[config.mk]
export PLATFORM = sky130hd
export DESIGN_NAME = uart_rx
export DESIGN_NICKNAME = d
export VERILOG_FILES = /design/src/rtl/uart_rx.sv
export SDC_FILE = /design/constraint.sdc
export NUM_CORES = 1
export LEC_CHECK = 0
export BUFFER_PORTS_ARGS = -buffer_cell sky130_fd_sc_hd__buf_2
export CAP_MARGIN = 20
export CORE_MARGIN = 1
export CORE_UTILIZATION = 58
export CTS_CLUSTER_DIAMETER = 30
export DETAILED_ROUTE_END_ITERATION = 6
export GPL_TIMING_DRIVEN = 0
export PLACE_DENSITY = 0.8
export REMOVE_ABC_BUFFERS = 1
export SLEW_MARGIN = 40
export SYNTH_ARGS = -nofsm -noshare
export SYNTH_HDL_FRONTEND = slang
export SYNTH_SLANG_ARGS = --single-unit
[constraint.sdc]
create_clock -name clk -period 3.09 [get_ports clk]
set_clock_uncertainty 0.15 [all_clocks]
set_input_delay 0.4635 -clock clk [delete_from_list [all_inputs] [get_ports clk]]
set_output_delay 0.4635 -clock clk [all_outputs]
set_load 0.03 [all_outputs]
[src/rtl/uart_rx.sv]
// UART receiver: oversampled start/data/parity/stop framing with 3-sample majority vote.
// Busy is decoded from the state register; P_DATA only updates on error-free frames.
module uart_rx #(
    parameter int DATA_WIDTH = 8
) (
    input  logic                  clk,
    input  logic                  rst,
    input  logic                  RX_IN,
    input  logic [5:0]            Prescale,
    input  logic                  Par_En,
    input  logic                  Par_Typ,
    output logic [DATA_WIDTH-1:0] P_DATA,
    output logic                  Data_Valid,
    output logic                  Par_Err,
    output logic                  Stop_Err,
    output logic                  Busy
);
    localparam int BW = (DATA_WIDTH > 1) ? $clog2(DATA_WIDTH) : 1;

    typedef enum logic [2:0] {
        IDLE   = 3'd0,
        START  = 3'd1,
        DATA   = 3'd2,
        PARITY = 3'd3,
        STOP   = 3'd4
    } state_t;

    state_t                state, state_nxt;
    logic [5:0]            edge_cnt;
    logic [2:0]            samples;
    logic [BW-1:0]         bit_cnt;
    logic [DATA_WIDTH-1:0] shift;
    logic                  par_en_q, par_typ_q, par_flag;
    logic [5:0]            half, last;
    logic                  bit_end, smp_hit, bit_val, last_data;

    assign half      = Prescale >> 1;
    assign last      = Prescale - 6'd1;
    // '>=' rather than '==' so a mid-frame Prescale change can never strand the counter
    assign bit_end   = (edge_cnt >= last);
    assign smp_hit   = (edge_cnt == half - 6'd1) || (edge_cnt == half) || (edge_cnt == half + 6'd1);
    assign bit_val   = (samples[0] & samples[1]) | (samples[0] & samples[2]) | (samples[1] & samples[2]);
    assign last_data = (bit_cnt == BW'(DATA_WIDTH - 1));
    assign Busy      = (state != IDLE);

    always_ff @(posedge clk or posedge rst) begin
        if (rst) state <= IDLE;
        else     state <= state_nxt;
    end

    always_comb begin
        state_nxt = state;
        case (state)
            IDLE:    if (!RX_IN) state_nxt = START;
            START:   if (bit_end) state_nxt = bit_val ? IDLE : DATA;
            DATA:    if (bit_end && last_data) state_nxt = par_en_q ? PARITY : STOP;
            PARITY:  if (bit_end) state_nxt = STOP;
            STOP:    if (bit_end) state_nxt = IDLE;
            default: state_nxt = IDLE;
        endcase
    end

    always_ff @(posedge clk or posedge rst) begin
        if (rst) begin
            edge_cnt   <= '0;
            samples    <= '0;
            bit_cnt    <= '0;
            shift      <= '0;
            par_en_q   <= 1'b0;
            par_typ_q  <= 1'b0;
            par_flag   <= 1'b0;
            P_DATA     <= '0;
            Data_Valid <= 1'b0;
            Par_Err    <= 1'b0;
            Stop_Err   <= 1'b0;
        end else begin
            Data_Valid <= 1'b0;
            Par_Err    <= 1'b0;
            Stop_Err   <= 1'b0;

            if (state == IDLE || bit_end) edge_cnt <= '0;
            else                          edge_cnt <= edge_cnt + 6'd1;

            if (smp_hit) samples <= {samples[1:0], RX_IN};

            case (state)
                IDLE: if (!RX_IN) begin
                    par_en_q  <= Par_En;
                    par_typ_q <= Par_Typ;
                    par_flag  <= 1'b0;
                    bit_cnt   <= '0;
                end
                DATA: if (bit_end) begin
                    shift   <= {bit_val, shift[DATA_WIDTH-1:1]};
                    bit_cnt <= bit_cnt + BW'(1);
                end
                PARITY: if (bit_end) par_flag <= bit_val ^ (^shift) ^ par_typ_q;
                STOP: if (bit_end) begin
                    Stop_Err <= ~bit_val;
                    Par_Err  <= par_flag;
                    if (bit_val && !par_flag) begin
                        P_DATA     <= shift;
                        Data_Valid <= 1'b1;
                    end
                end
                default: ;
            endcase
        end
    end
endmodule
==> metrics <==
wirelength, routed=~3600 microns; Required @ worst endpoint=between 3 and 4 ns; worst-path cell chain=buf_2 > inv_1 > ha_1 > nand2_1 > nand2_1 > nor3_1 > xnor2_1 > ha_1 > nand4_1 > o221ai_4 > nand3_2 > nor3_4 > buf_12 > mux2_2; largest delay contributor family on the critical path=simple AND/OR/NAND/NOR gates; xor-xnor portion of the synthesized cell area=12.1%; Synth Area in Adders=slightly below 8%; starting density of the core=roughly three fifths; multi-input combinational cell area=around 0.0011 sq mm; Worst path depth=14; Leak Pwr=between 1 and 1.5 nW; critical path's slowest cell=o221ai_4; top-count cell post-synth=dfrtp_1; Pre-antenna DRT Iters=4; H-Tree Depth=2; Vert. Die Dim=around 62 microns; Peak VDD IR=~0.35 mV; CP Launch Type=input port; setup TNS=0 ns; CTS Buffer Depth=2; worst-path fanout max=9; outcome=finished, final reports clean; final HPWL from detailed placement=between 2000 and 3000 microns; register area=around 930 sq um; Layout Utilization=68.3%; CTS clk-pin slew, worst paths=between 0.1 and 0.15 ns; Netlist cell types=35; via count=~1,500; Worst Max-Slew Pin Slew=just over 0.6 ns; vias in the first global route=1,410; Global Route Usage Sum=21.3%; CORE AREA=approximately 0.0034 sq mm; TritonCTS Sinks=37; worst setup path end=P_DATA[3]; # IOs=23; HP Class=input port to asynchronous set/reset pin; f_max=approximately 340 MHz; hold_ws=~0.0087 ns; CTS tree=yes; Ant. Diodes=0; Critical path origin=Prescale[2]; crit path kind=input port to register; Post-synth EDFFs=0; max incr delay on CP=0.33 ns; final hold vios=0; Period minus WS final=about 3 ns; initial antenna violation count=0; Post-Synthesis Cells=201; num rows=21; GRT overflow=0; Die X=62.2 microns; total CTS buffers=5; final number of setup-violating endpoints=0; Period Utilization, post-route=95.5%; Slew Viols, Final=0; worst reg-to-reg path cell count=8; ANT nets after route=0; Worst setup EP type=register; Mapped Area=0.00210 sq mm; max capacitance violation total=0; fillers=275; Most used DFF post-synth=dfrtp_1; initial drt markers=73; global-route wire length before repair=6410 microns; Synth Register Bits=37; buffers added on ports=22; Rel. slew slack=58.5%; root buffer cell=clkbuf_4; crit path DAT=around 3.0 ns; RR Endpoint=P_DATA[3]; Ys Warns=0; top area cells in the synthesized netlist=dfrtp_1, mux2_2, ha_1, xnor2_1, xor2_1; per-cell routed wire length=~13 microns; vias per cell=5.39; routability cong.=approximately 0.8; mux contribution to synthesized area=11.2%; synthesized area per cell=~10 sq um; post-synthesis sequential area ratio=approximately 44%; simple-gate area share of the yosys netlist=14.9%; Final nets=between 200 and 250; ys async rst share=100%; crit path buf inv count=3; Synth Area in Compound Gates=about 6.1%; Final Non-Filler Cells=approximately 270; share of the synthesized area in the top cell type=~44%; reg-to-reg setup timing slack=about 0.60 ns; PwrDens=706 mW/mm^2; area grow syn2layout=11.1%; clk_lat worst skew=about 0.34 ns; Post-synth top cells=dfrtp_1, mux2_2, nor2_1; Cells after DPL=262; number of remaining DRC errors=0; Die Area=0.00387 sq mm; layout cell share with drive strength beyond 1=between 20% and 30%; largest family of logic cells by synthesized area=simple AND/OR/NAND/NOR gates; Post-CTS Hold Buffers=0; leading area contributor after synthesis=dfrtp_1; Crit Reg-Reg Startpoint=edge_cnt[3]; pin count of the biggest net entering global routing=38
## per-layer routing
layer  global-route usage, %  up-vias  part of all wire [%]
met5                       0        -                     0
met4                    6.98        0                   1.2
met3                    3.86        4                   3.3
met2                    36.0       27                    49
met1                    27.8      703                    47
li1                        -      727                     -
## through the flow
stage	cell area (sq um)	total power, W	setup WS (ns)
after CTS	2290	0.00165	0.00106
after floorplan	2070	0.00125	0.140
after global routing	2330	0.00180	-0.0353
final	2330	0.00165	0.140
after detailed placement	2240	0.00140	-0.355
after global placement	2240	0.00137	-0.328
## worst min path at each step
stage	start	to	slack, ns	cells past startpoint
final	rst	P_DATA[0]	0.009	2
after global routing	rst	P_DATA[0]	0.05	2
after CTS	rst	P_DATA[0]	0.1	2
after detailed placement	P_DATA[6]	P_DATA[6]	0.34	1
after global placement	bit_cnt[1]	bit_cnt[1]	0.34	2
after floorplan	bit_cnt[0]	bit_cnt[0]	0.32	1
## cells by family after synthesis
kind of cell | count (synthesis)
xor gates and xnor gates | 29
adders and majority gates | 13
DFF | 37
muxes | 21
AOI/OAI and AO/OA | 20
buffers and inverters | 20
and+or+nand+nor | 61
## state kept, by name (all words and copies together) (netlist names), 3 cells and up
name      count
P_DATA        8
shift         8
edge_cnt      6
bit_cnt       3
samples       3
state         3
## power by group
group,switching (W),internal (W)
registers,0.000145,0.000600
logic,0.000341,0.000317
clock network,0.000160,0.0000858
total,0.000646,0.00100
## worst reg2reg max path, stage by stage (launching register included)
cell	delay, ns
dfrtp_1	0.46
ha_1	0.33
a21o_1	0.11
a21oi_1	0.09
o221ai_4	0.30
nand3_2	0.18
nor3_4	0.26
buf_12	0.16
mux2_2	0.33
## final cells by class
cell class	count	area share [%]
multi-input cells	144	47.8
flip-flops and latches	37	39.7
repair buffers	23	5.58
well taps	46	2.47
inverters	13	2.14
clock buffers	5	1.61
clock inverters	3	0.751
## placed cells by master, fill, tap and decap left out, drive strengths merged, types with 2 or more instances in the layout
cell type,synthesis,routed
and3,2,2
xnor2,16,16
nand2,10,10
xor2,13,13
nor3,5,5
buf,3,23
nand2b,2,2
or3,4,4
inv,13,12
o21ai,7,7
ha,13,13
nand3,9,9
nand4,3,3
clkinv,0,3
and2,2,2
mux2,20,20
nor2b,3,3
clkbuf,4,5
nor2,17,17
a21oi,4,4
a31oi,3,3
dfrtp,37,37
## what timing repair did
item | CTS | global route
setup endpoints to repair | 0 | 19
gates resized for setup | 0 | 3
buffers inserted | 0 | 1
Note: power is estimated with default switching activity, not from simulation.
